**config.mk**
```make
export PLATFORM = sky130hd
export DESIGN_NAME = sudoku_game_ctrl_flat
export DESIGN_NICKNAME = d
export VERILOG_FILES = /design/src/rtl/sudoku_game_ctrl_if.sv /design/src/rtl/sudoku_game_ctrl.sv /design/src/flat_wrapper.sv
export SDC_FILE = /design/constraint.sdc
export NUM_CORES = 1
export LEC_CHECK = 0
export ABC_AREA = 1
export CAP_MARGIN = 20
export CORE_MARGIN = 2
export CORE_UTILIZATION = 51
export CTS_BUF_LIST = sky130_fd_sc_hd__clkbuf_8
export CTS_CLUSTER_DIAMETER = 200
export DETAILED_ROUTE_END_ITERATION = 6
export PLACE_DENSITY = 0.89
export SLEW_MARGIN = 0
export SYNTH_ARGS = -nofsm -noshare
export SYNTH_HDL_FRONTEND = slang
export SYNTH_SLANG_ARGS = --single-unit
```
**constraint.sdc**
```tcl
create_clock -name clka -period 1.39 [get_ports clka]
set_input_delay 0.417 -clock clka [delete_from_list [all_inputs] [get_ports clka]]
set_output_delay 0.417 -clock clka [all_outputs]
set_load 0.03 [all_outputs]
```
**src/rtl/sudoku_game_ctrl_if.sv**
```systemverilog
// Command/status bundle between the Sudoku game controller and its surroundings.
// The master side is the controller; the slave side is the debouncer, datapath and checker.
interface sudoku_game_ctrl_if #(
   parameter int WRONG_W = 2
);
   logic               enter;
   logic               back;
   logic               check_done;
   logic               correct;
   logic               solved;
   logic [3:0]         state;
   logic               gen_rand_flag;
   logic               set_board_flag;
   logic               set_diff_flag;
   logic               cell_flag;
   logic               val_flag;
   logic               check_flag;
   logic [WRONG_W-1:0] wrong_count;
   logic               timeout_err;

   modport master (
      input  enter, back, check_done, correct, solved,
      output state, gen_rand_flag, set_board_flag, set_diff_flag,
             cell_flag, val_flag, check_flag, wrong_count, timeout_err
   );

   modport slave (
      output enter, back, check_done, correct, solved,
      input  state, gen_rand_flag, set_board_flag, set_diff_flag,
             cell_flag, val_flag, check_flag, wrong_count, timeout_err
   );
endinterface

```
**src/rtl/sudoku_game_ctrl.sv**
```systemverilog
// Sudoku game sequencer: walks the player from board generation to WIN/LOSE and
// issues registered one-cycle command pulses to the board datapath and checker.
module sudoku_game_ctrl #(
   parameter int MAX_WRONG     = 3,
   parameter int WRONG_W       = 2,
   parameter int CHECK_TIMEOUT = 15,
   parameter int TO_W          = 4
) (
   input  logic              clka,
   input  logic              restart,
   sudoku_game_ctrl_if.master bus
);

   typedef enum logic [3:0] {
      IDLE        = 4'd0,
      SET_BOARD   = 4'd1,
      SET_DIFF    = 4'd2,
      CHOOSE_CELL = 4'd3,
      CHOOSE_VAL  = 4'd4,
      CHECKING    = 4'd5,
      WRONG       = 4'd6,
      WIN         = 4'd7,
      LOSE        = 4'd8
   } state_t;

   localparam logic [WRONG_W-1:0] MAX_W     = WRONG_W'(MAX_WRONG);
   localparam logic [WRONG_W-1:0] WRONG_SAT = '1;
   // The count reaching CHECK_TIMEOUT is detected one step early so the exit lands on that cycle.
   localparam logic [TO_W-1:0]    TO_LAST   = TO_W'(CHECK_TIMEOUT - 1);

   state_t             state_q, state_d;
   logic               enter_q, back_q;
   logic               enter_rise, back_rise;
   logic [TO_W-1:0]    to_cnt_q, to_cnt_d;
   logic [WRONG_W-1:0] wrong_q, wrong_d;
   logic               timeout_q, timeout_d;
   logic               gen_q, gen_d;
   logic               sb_q, sb_d;
   logic               sd_q, sd_d;
   logic               cell_q, cell_d;
   logic               val_q, val_d;
   logic               chk_q, chk_d;

   assign enter_rise = bus.enter & ~enter_q;
   assign back_rise  = bus.back  & ~back_q;

   always_comb begin
      state_d   = state_q;
      to_cnt_d  = '0;
      wrong_d   = wrong_q;
      timeout_d = timeout_q;
      sb_d      = 1'b0;
      sd_d      = 1'b0;
      cell_d    = 1'b0;
      val_d     = 1'b0;
      chk_d     = 1'b0;
      case (state_q)
         IDLE:        if (enter_rise) state_d = SET_BOARD;
         SET_BOARD:   if (enter_rise) begin state_d = SET_DIFF;    sb_d   = 1'b1; end
         SET_DIFF:    if (enter_rise) begin state_d = CHOOSE_CELL; sd_d   = 1'b1; end
         CHOOSE_CELL: if (enter_rise) begin state_d = CHOOSE_VAL;  cell_d = 1'b1; end
         CHOOSE_VAL: begin
            if (enter_rise) begin
               state_d = CHECKING;
               val_d   = 1'b1;
               chk_d   = 1'b1;
            end else if (back_rise) begin
               state_d = CHOOSE_CELL;
            end
         end
         CHECKING: begin
            if (bus.check_done) begin
               if (bus.solved) begin
                  state_d = WIN;
               end else if (bus.correct) begin
                  state_d = CHOOSE_CELL;
               end else begin
                  state_d = WRONG;
                  if (wrong_q != WRONG_SAT) wrong_d = wrong_q + WRONG_W'(1);
               end
            end else if (to_cnt_q == TO_LAST) begin
               state_d   = WRONG;
               timeout_d = 1'b1;
            end else begin
               to_cnt_d = to_cnt_q + TO_W'(1);
            end
         end
         WRONG: begin
            if (wrong_q >= MAX_W)  state_d = LOSE;
            else if (enter_rise)   state_d = CHOOSE_CELL;
         end
         WIN, LOSE: state_d = state_q;
         default:   state_d = IDLE;
      endcase
      gen_d = (state_d == IDLE);
   end

   always_ff @(posedge clka) begin
      if (restart) begin
         state_q   <= IDLE;
         enter_q   <= 1'b0;
         back_q    <= 1'b0;
         to_cnt_q  <= '0;
         wrong_q   <= '0;
         timeout_q <= 1'b0;
         gen_q     <= 1'b1;
         sb_q      <= 1'b0;
         sd_q      <= 1'b0;
         cell_q    <= 1'b0;
         val_q     <= 1'b0;
         chk_q     <= 1'b0;
      end else begin
         state_q   <= state_d;
         enter_q   <= bus.enter;
         back_q    <= bus.back;
         to_cnt_q  <= to_cnt_d;
         wrong_q   <= wrong_d;
         timeout_q <= timeout_d;
         gen_q     <= gen_d;
         sb_q      <= sb_d;
         sd_q      <= sd_d;
         cell_q    <= cell_d;
         val_q     <= val_d;
         chk_q     <= chk_d;
      end
   end

   assign bus.state          = state_q;
   assign bus.gen_rand_flag  = gen_q;
   assign bus.set_board_flag = sb_q;
   assign bus.set_diff_flag  = sd_q;
   assign bus.cell_flag      = cell_q;
   assign bus.val_flag       = val_q;
   assign bus.check_flag     = chk_q;
   assign bus.wrong_count    = wrong_q;
   assign bus.timeout_err    = timeout_q;

endmodule

```
**src/flat_wrapper.sv**
```systemverilog
// flat-port wrapper written by rule: the top's interface ports become plain ports
module sudoku_game_ctrl_flat 
#(
   parameter int MAX_WRONG     = 3,
   parameter int WRONG_W       = 2,
   parameter int CHECK_TIMEOUT = 15,
   parameter int TO_W          = 4
)
  (clka, restart, bus_enter, bus_back, bus_check_done, bus_correct, bus_solved, bus_state, bus_gen_rand_flag, bus_set_board_flag, bus_set_diff_flag, bus_cell_flag, bus_val_flag, bus_check_flag, bus_wrong_count, bus_timeout_err);
  sudoku_game_ctrl_if #(.WRONG_W(WRONG_W)) bus_i ();
  input  logic clka;
  input  logic restart;
  input wire logic [$bits(bus_i.enter)-1:0] bus_enter;
  input wire logic [$bits(bus_i.back)-1:0] bus_back;
  input wire logic [$bits(bus_i.check_done)-1:0] bus_check_done;
  input wire logic [$bits(bus_i.correct)-1:0] bus_correct;
  input wire logic [$bits(bus_i.solved)-1:0] bus_solved;
  output wire logic [$bits(bus_i.state)-1:0] bus_state;
  output wire logic [$bits(bus_i.gen_rand_flag)-1:0] bus_gen_rand_flag;
  output wire logic [$bits(bus_i.set_board_flag)-1:0] bus_set_board_flag;
  output wire logic [$bits(bus_i.set_diff_flag)-1:0] bus_set_diff_flag;
  output wire logic [$bits(bus_i.cell_flag)-1:0] bus_cell_flag;
  output wire logic [$bits(bus_i.val_flag)-1:0] bus_val_flag;
  output wire logic [$bits(bus_i.check_flag)-1:0] bus_check_flag;
  output wire logic [$bits(bus_i.wrong_count)-1:0] bus_wrong_count;
  output wire logic [$bits(bus_i.timeout_err)-1:0] bus_timeout_err;
  assign bus_i.enter = bus_enter;
  assign bus_i.back = bus_back;
  assign bus_i.check_done = bus_check_done;
  assign bus_i.correct = bus_correct;
  assign bus_i.solved = bus_solved;
  assign bus_state = bus_i.state;
  assign bus_gen_rand_flag = bus_i.gen_rand_flag;
  assign bus_set_board_flag = bus_i.set_board_flag;
  assign bus_set_diff_flag = bus_i.set_diff_flag;
  assign bus_cell_flag = bus_i.cell_flag;
  assign bus_val_flag = bus_i.val_flag;
  assign bus_check_flag = bus_i.check_flag;
  assign bus_wrong_count = bus_i.wrong_count;
  assign bus_timeout_err = bus_i.timeout_err;
  sudoku_game_ctrl #(.MAX_WRONG(MAX_WRONG), .WRONG_W(WRONG_W), .CHECK_TIMEOUT(CHECK_TIMEOUT), .TO_W(TO_W)) u_core (.clka(clka), .restart(restart), .bus(bus_i));
endmodule
```
==> results.json, run 1 <==
{
  "critical_path_peak_fanout": 5,
  "wl_um": 2080,
  "synthesis.area_per_instance_um2": 6.99,
  "switching_part_of_the_total_power": 0.294,
  "floorplan.die.height_um": 45.7,
  "drt_pass1_iterations": 4,
  "timing.critical_path.cells": "inv_2, nor2_2, nand2_1, o21ai_1, nor2_1, nand3_1, nand2_1",
  "holdPathStages": 1,
  "path_buf_inv": 1,
  "placed_area_um2": 1110,
  "num_vias": 953,
  "diodes": 0,
  "worst_ep_required_time_ns": 1.54,
  "synthDominantCellAreaShare": 0.406,
  "globalRouteOverflowTotal": 0,
  "clock_power_share": 0.328,
  "number_of_antenna_violations_at_the_first_check_in_global_routing": 0,
  "groute.usage.overall": 0.235,
  "fin_util": 0.699,
  "setup.worst_path.start_class": "flop",
  "core-area_um2": 1690,
  "syn_to_final_growth_pct": 33.0,
  "drt_iter0_markers": 19,
  "outcome": "finished, final reports clean",
  "synth_net_count": 137,
  "row_count": 15,
  "post_cts_hold_buffer_count": 0,
  "nets": 167,
  "synthTopCellsByCount": "nand2_1, inv_1, dfxtp_1, nand3_1, nor2_1",
  "achievable-frequency_ghz": 0.744,
  "synth.ff_latch_count": 18,
  "count_of_flip_flops_with_a_built_in_enable_after_synthesis": 0,
  "timing.clock.skew_ns": 0.00362,
  "floorplan.die_area_um2": 2090,
  "h-tree-depth": 1,
  "total_of_fill_cells_in_the_finished_design": 146,
  "synth_warnings": 0,
  "synth-seq-area-share": 0.406,
  "postCtsSetupBuffers": 0,
  "clk_root_buffer_cell": "clkbuf_8",
  "postLayoutCellArea_um2": 1180,
  "final_cell_count_no_fill": 173,
  "cts_inserted_buffers": 3,
  "critical-path-top-cell-by-count": "nand2_1",
  "async_flop_share": 0,
  "floorplan.initialDensity": 0.526,
  "routabilityCongestion": 0.935,
  "share_of_layout_cells_above_drive_strength_1": 0.231,
  "sequential_cell_area_um2": 363,
  "grt_pass1_vias": 886,
  "post-route-period-util": 0.967,
  "power.internal_mw": 0.903,
  "path_depth": 7,
  "grt_setup_unrepaired": "yes",
  "synth.largest_area_cell": "dfxtp_1",
  "clkSinkCount": 18,
  "cellPowerDensity_nw_per_um2": 1080,
  "placed_cells": 169,
  "tightestPinTransition_ns": 0.369,
  "total_net_switching_power_mw": 0.375,
  "slowest_cell_on_the_critical_path": "dfxtp_1",
  "critical-path-top-delay-family": "simple AND/OR/NAND/NOR gates",
  "cts_buffer_depth": 2,
  "max-vdd-ir-drop_mv": 0.824,
  "port-buffer-count": 19,
  "synth.cell_area_um2": 888,
  "comb_pwr_share": 0.227,
  "critical_path.reg2reg.startpoint": "u_core.bus.state[1]",
  "final_antenna_net_count": 0,
  "final-setup-viol-count": 0,
  "final_max_slew_viol_count": 0,
  "grt_start_max_net_pins": 11,
  "p_seq_frac": 0.445,
  "drv_cap": 0,
  "final_hpwl_dp_um": 1550,
  "crit_path_start": "u_core.bus.state[1]",
  "synthTopCellsByArea": "dfxtp_1, nand2_1, nand3_1",
  "synthMostInstantiatedCell": "nand2_1",
  "wl_per_cell_um": 12.0,
  "synth_cell_types": 19,
  "synth_cells": 127,
  "route.detailed.drc": 0,
  "cts_tree": "yes",
  "timing.critical_path.arrival_ns": 1.49,
  "chipWidth_um": 45.7,
  "cts.clk_slew.worst_paths_ns": 0.06,
  "grt_first_pass_wirelength_um": 3530,
  "vias_per_cell": 5.51,
  "worst_path_largest_cell_delay_ns": 0.44,
  "finalCriticalPeriod_ns": 1.34,
  "worstRegToRegCells": 7,
  "pin_count": 20,
  "multiInputGateArea_um2": 438,
  "endpoint_kind": "flop",
  "power.leakage_nw": 0.571,
  "start_to_end_type_of_the_worst_setup_path": "flop to flop",
  "holdCritPathClass": "flop to flop",
  "timing.final.hold_violations": 0,
  "relSlewSlack": 0.753,
  "synth_top_flop_cell": "dfxtp_1",
  "insertion_delay_ns": 0.25,
  "worstHoldStart": "u_core.to_cnt_q[0]"
}
-- area by class of cell --
type	instances	area share
timing repair buffer	27	0.191
clock buffer	4	0.0466
multi-input combinational	86	0.371
sequential	18	0.307
tap	17	0.0180
inverter	21	0.0667
-- metal layers --
metal	vias up	part of all wire	GRT usage
met5	-	0	0
met4	0	0.041	0.160
met3	11	0.062	0.0516
met2	39	0.49	0.400
met1	443	0.40	0.257
li1	460	-	-
-- what timing repair did --
item / CTS / global route
resized for setup: 4 / 10
pin swaps: 0 / 2
setup endpoints to repair: 5 / 9
-- through the flow --
step	power [mW]	setup WS [ns]	hold WS, ns	TNS (ns)
global placement	0.851	-0.246	0.445	-1.65
CTS	1.28	0.00718	0.472	0
detailed placement	0.859	-0.291	0.458	-2.36
floorplan	0.760	0.0334	0.430	0
global route	1.35	-0.00825	0.457	-0.00825
finish	1.28	0.0458	0.433	0
-- power by group through the flow --
stage | sequential, mW | combinational (mW) | clock, mW
2_1_floorplan | 0.605 | 0.155 | 0
3_3_place_gp | 0.578 | 0.274 | 0
3_5_place_dp | 0.578 | 0.281 | 0
4_1_cts | 0.567 | 0.284 | 0.429
5_1_grt | 0.571 | 0.319 | 0.455
6_report | 0.569 | 0.290 | 0.419
-- worst register-to-register path, delay by kind of cell (launching register included) --
family | cells | cell delay [ns]
buf+inv | 1 | 0.11
flops | 1 | 0.44
simple gates | 5 | 0.45
compound gates | 1 | 0.25
-- cell usage in the layout (no fill, tap or decap) --
cell	Yosys	routed
a21oi_1	3	3
o21ai_0	5	2
nor2_1	18	18
clkbuf_8	0	4
clkdlybuf4s50_1	0	5
o211ai_1	1	1
inv_1	20	18
nand2_2	2	3
buf_4	1	19
clkdlybuf4s15_1	0	2
ha_1	3	3
nand2_1	25	24
dfxtp_2	0	2
xnor2_1	1	1
inv_2	1	3
nand3_2	0	1
dlymetal6s2s_1	0	1
xor2_1	1	1
o21ai_1	0	3
nand3_1	18	17
nor3_1	2	2
dfxtp_1	18	16
nor2_2	2	2
nor2_4	2	2
nand4_1	3	3
-- cell families (layout without fill, tap and decap cells) --
family                     Yosys count  after routing  synth area share
and+or+nand+nor                     72             72             0.369
buffers and inverters               23             52             0.110
DFF                                 18             18             0.406
AOI/OAI and AO/OA                    9              9            0.0535
adders and majority gates            3              3            0.0423
xor gates and xnor gates             2              2            0.0197
-- worst paths after layout --
check	end	slack, ns
worst max register to register	u_core.bus.gen_rand_flag	0.05
worst min register to register	u_core.to_cnt_q[0]	0.43
worst min-delay path	u_core.to_cnt_q[0]	0.43
worst max-delay path	u_core.bus.gen_rand_flag	0.05
(Power assumes the default switching activity.)
==> run 2, diff against run 1 <==
- PLACE_DENSITY: 0.89 -> 0.81
==> run 2 against run 1 <==
Net effect: utilization shrank 0.30 points; the run now ends with setup timing left; register-to-register slack is essentially flat; total power increased by 0.75%; highest routed layer unchanged; design area shrank 0.42%; critical endpoint unchanged; sequential power is essentially flat; clock power hardly changed; global-route usage is 0.11 points lower; die area stayed put.
==> results.json, run 2 (synthesized netlist as in run 1, its figures left out) <==
{
  "tightestPinTransition_ns": 0.285,
  "worst_path_largest_cell_delay_ns": 0.49,
  "globalRouteOverflowTotal": 0,
  "worst_hold_slack_ns": 0.436,
  "port-buffer-count": 19,
  "power.leakage_nw": 0.572,
  "timing.critical_path.arrival_ns": 1.59,
  "placed_area_um2": 1110,
  "timing.final.hold_violations": 0,
  "critical_path.reg2reg.startpoint": "u_core.bus.state[2]",
  "total_net_switching_power_mw": 0.385,
  "drt_iter0_markers": 30,
  "timing.clock.skew_ns": 0.00217,
  "timing.critical_path.cells": "clkdlybuf4s50_1, nand2_1, nand2_1, nand2_1, nand3_2, nand2_1, nor2_1, nand3_1, nand2_1",
  "insertion_delay_ns": 0.25,
  "syn_to_final_growth_pct": 32.4,
  "placed_cells": 168,
  "detailedPlace.worstSlack_ns": -0.287,
  "worst_ep_required_time_ns": 1.59,
  "final_hpwl_dp_um": 1550,
  "grt_pass1_vias": 865,
  "floorplan.die.height_um": 45.7,
  "final-setup-viol-count": 1,
  "number_of_antenna_violations_at_the_first_check_in_global_routing": 0,
  "relSlewSlack": 0.809,
  "wirelength_met1_um": 898,
  "vias_per_cell": 5.41,
  "max-vdd-ir-drop_mv": 0.591,
  "floorplan.initialDensity": 0.526,
  "power.internal_mw": 0.903,
  "fin_util": 0.696,
  "postLayoutCellArea_um2": 1180,
  "row_count": 15,
  "wl_per_cell_um": 13.0,
  "critical_path_peak_fanout": 2,
  "outcome": "complete, but fails checks",
  "h-tree-depth": 1,
  "routed.top_layer": "met4",
  "endpoint_kind": "flop",
  "holdCritPathClass": "flop to flop",
  "nets": 166,
  "wl_um": 2230,
  "p_seq_frac": 0.440,
  "layout_commonest_cell": "nand2_1",
  "final_max_slew_viol_count": 0,
  "total_of_fill_cells_in_the_finished_design": 153,
  "cellPowerDensity_nw_per_um2": 1090,
  "pin_count": 20,
  "crit_path_start": "bus_back",
  "worstHoldStart": "u_core.to_cnt_q[0]",
  "share_of_layout_cells_above_drive_strength_1": 0.239,
  "cts.clk_slew.worst_paths_ns": 0.06,
  "path_buf_inv": 1,
  "met2RoutedLength_um": 1080,
  "clock_power_share": 0.328,
  "final_antenna_net_count": 0,
  "critical-path-top-delay-family": "simple AND/OR/NAND/NOR gates",
  "core-area_um2": 1690,
  "finalCriticalPeriod_ns": 1.39,
  "cts_buffer_depth": 2,
  "final_cell_count_no_fill": 172,
  "diodes": 0,
  "power_mw": 1.29,
  "groute.usage.overall": 0.234,
  "routabilityCongestion": 0.925,
  "cts_inserted_buffers": 3,
  "setup.worst_path.start_class": "primary input",
  "timing.setup.tns_ns": -0.000532,
  "switching_part_of_the_total_power": 0.299,
  "critical-path-top-cell-by-count": "nand2_1",
  "chipWidth_um": 45.7,
  "dr_wl_met3_um": 144,
  "start_to_end_type_of_the_worst_setup_path": "primary input to flop",
  "most-common-layout-cells": "nand2_1, inv_1, nor2_1, buf_4",
  "floorplan.die_area_um2": 2090,
  "post-route-period-util": 1.00,
  "num_vias": 930,
  "drt_pass1_iterations": 6,
  "route.detailed.drc": 0,
  "cts_tree": "yes",
  "comb_pwr_share": 0.232,
  "violations": "setup timing",
  "slowest_cell_on_the_critical_path": "clkdlybuf4s50_1",
  "achievable-frequency_ghz": 0.719,
  "grt_first_pass_wirelength_um": 3440,
  "clkSinkCount": 18,
  "worst_slack_ns": -0.000532,
  "grt_start_max_net_pins": 11,
  "drv_cap": 0,
  "clk_root_buffer_cell": "clkbuf_8"
}
run 2: timing repair:
item / CTS / global route
setup endpoints to repair: 5 / 4
gates resized for setup: 7 / 11
buffers inserted: 0 / 0
hold buffers: 0 / 0
pin swaps: 0 / 2
run 2: metal layers:
metal	vias up	GRT usage
met5	-	0
met4	0	0.160
met3	13	0.0357
met2	46	0.383
met1	415	0.279
li1	456	-
run 2: final timing paths:
kind | end | cells after the start | slack (ns)
worst min-delay path | u_core.to_cnt_q[0] | 1 | 0.44
worst min register to register | u_core.to_cnt_q[0] | 1 | 0.44
worst max-delay path | u_core.bus.gen_rand_flag | 9 | -0.0005
worst max register to register | u_core.bus.gen_rand_flag | 7 | 0.06
run 2: worst register-to-register path: stages (launching register included):
cell and delay (ns):
dfxtp_1 0.41, inv_1 0.11, nor2_4 0.17, nand2_1 0.13, o21ai_2 0.19, nor2_1 0.08
nand3_1 0.09, nand2_1 0.06
run 2: final cells by class:
class	instances	area, um^2	share of cell area
tap	17	21.3	0.0181
sequential	18	363	0.309
timing repair buffer	26	211	0.180
inverter	21	78.8	0.0670
clock buffer	4	55.1	0.0468
multi-input combinational	86	447	0.380
run 2: power groups by stage:
stage / combinational [mW] / sequential, mW / clock [mW]
6_report: 0.298 / 0.567 / 0.422
5_1_grt: 0.322 / 0.570 / 0.448
4_1_cts: 0.288 / 0.565 / 0.428
3_5_place_dp: 0.283 / 0.576 / 0
3_3_place_gp: 0.277 / 0.576 / 0
2_1_floorplan: 0.155 / 0.605 / 0
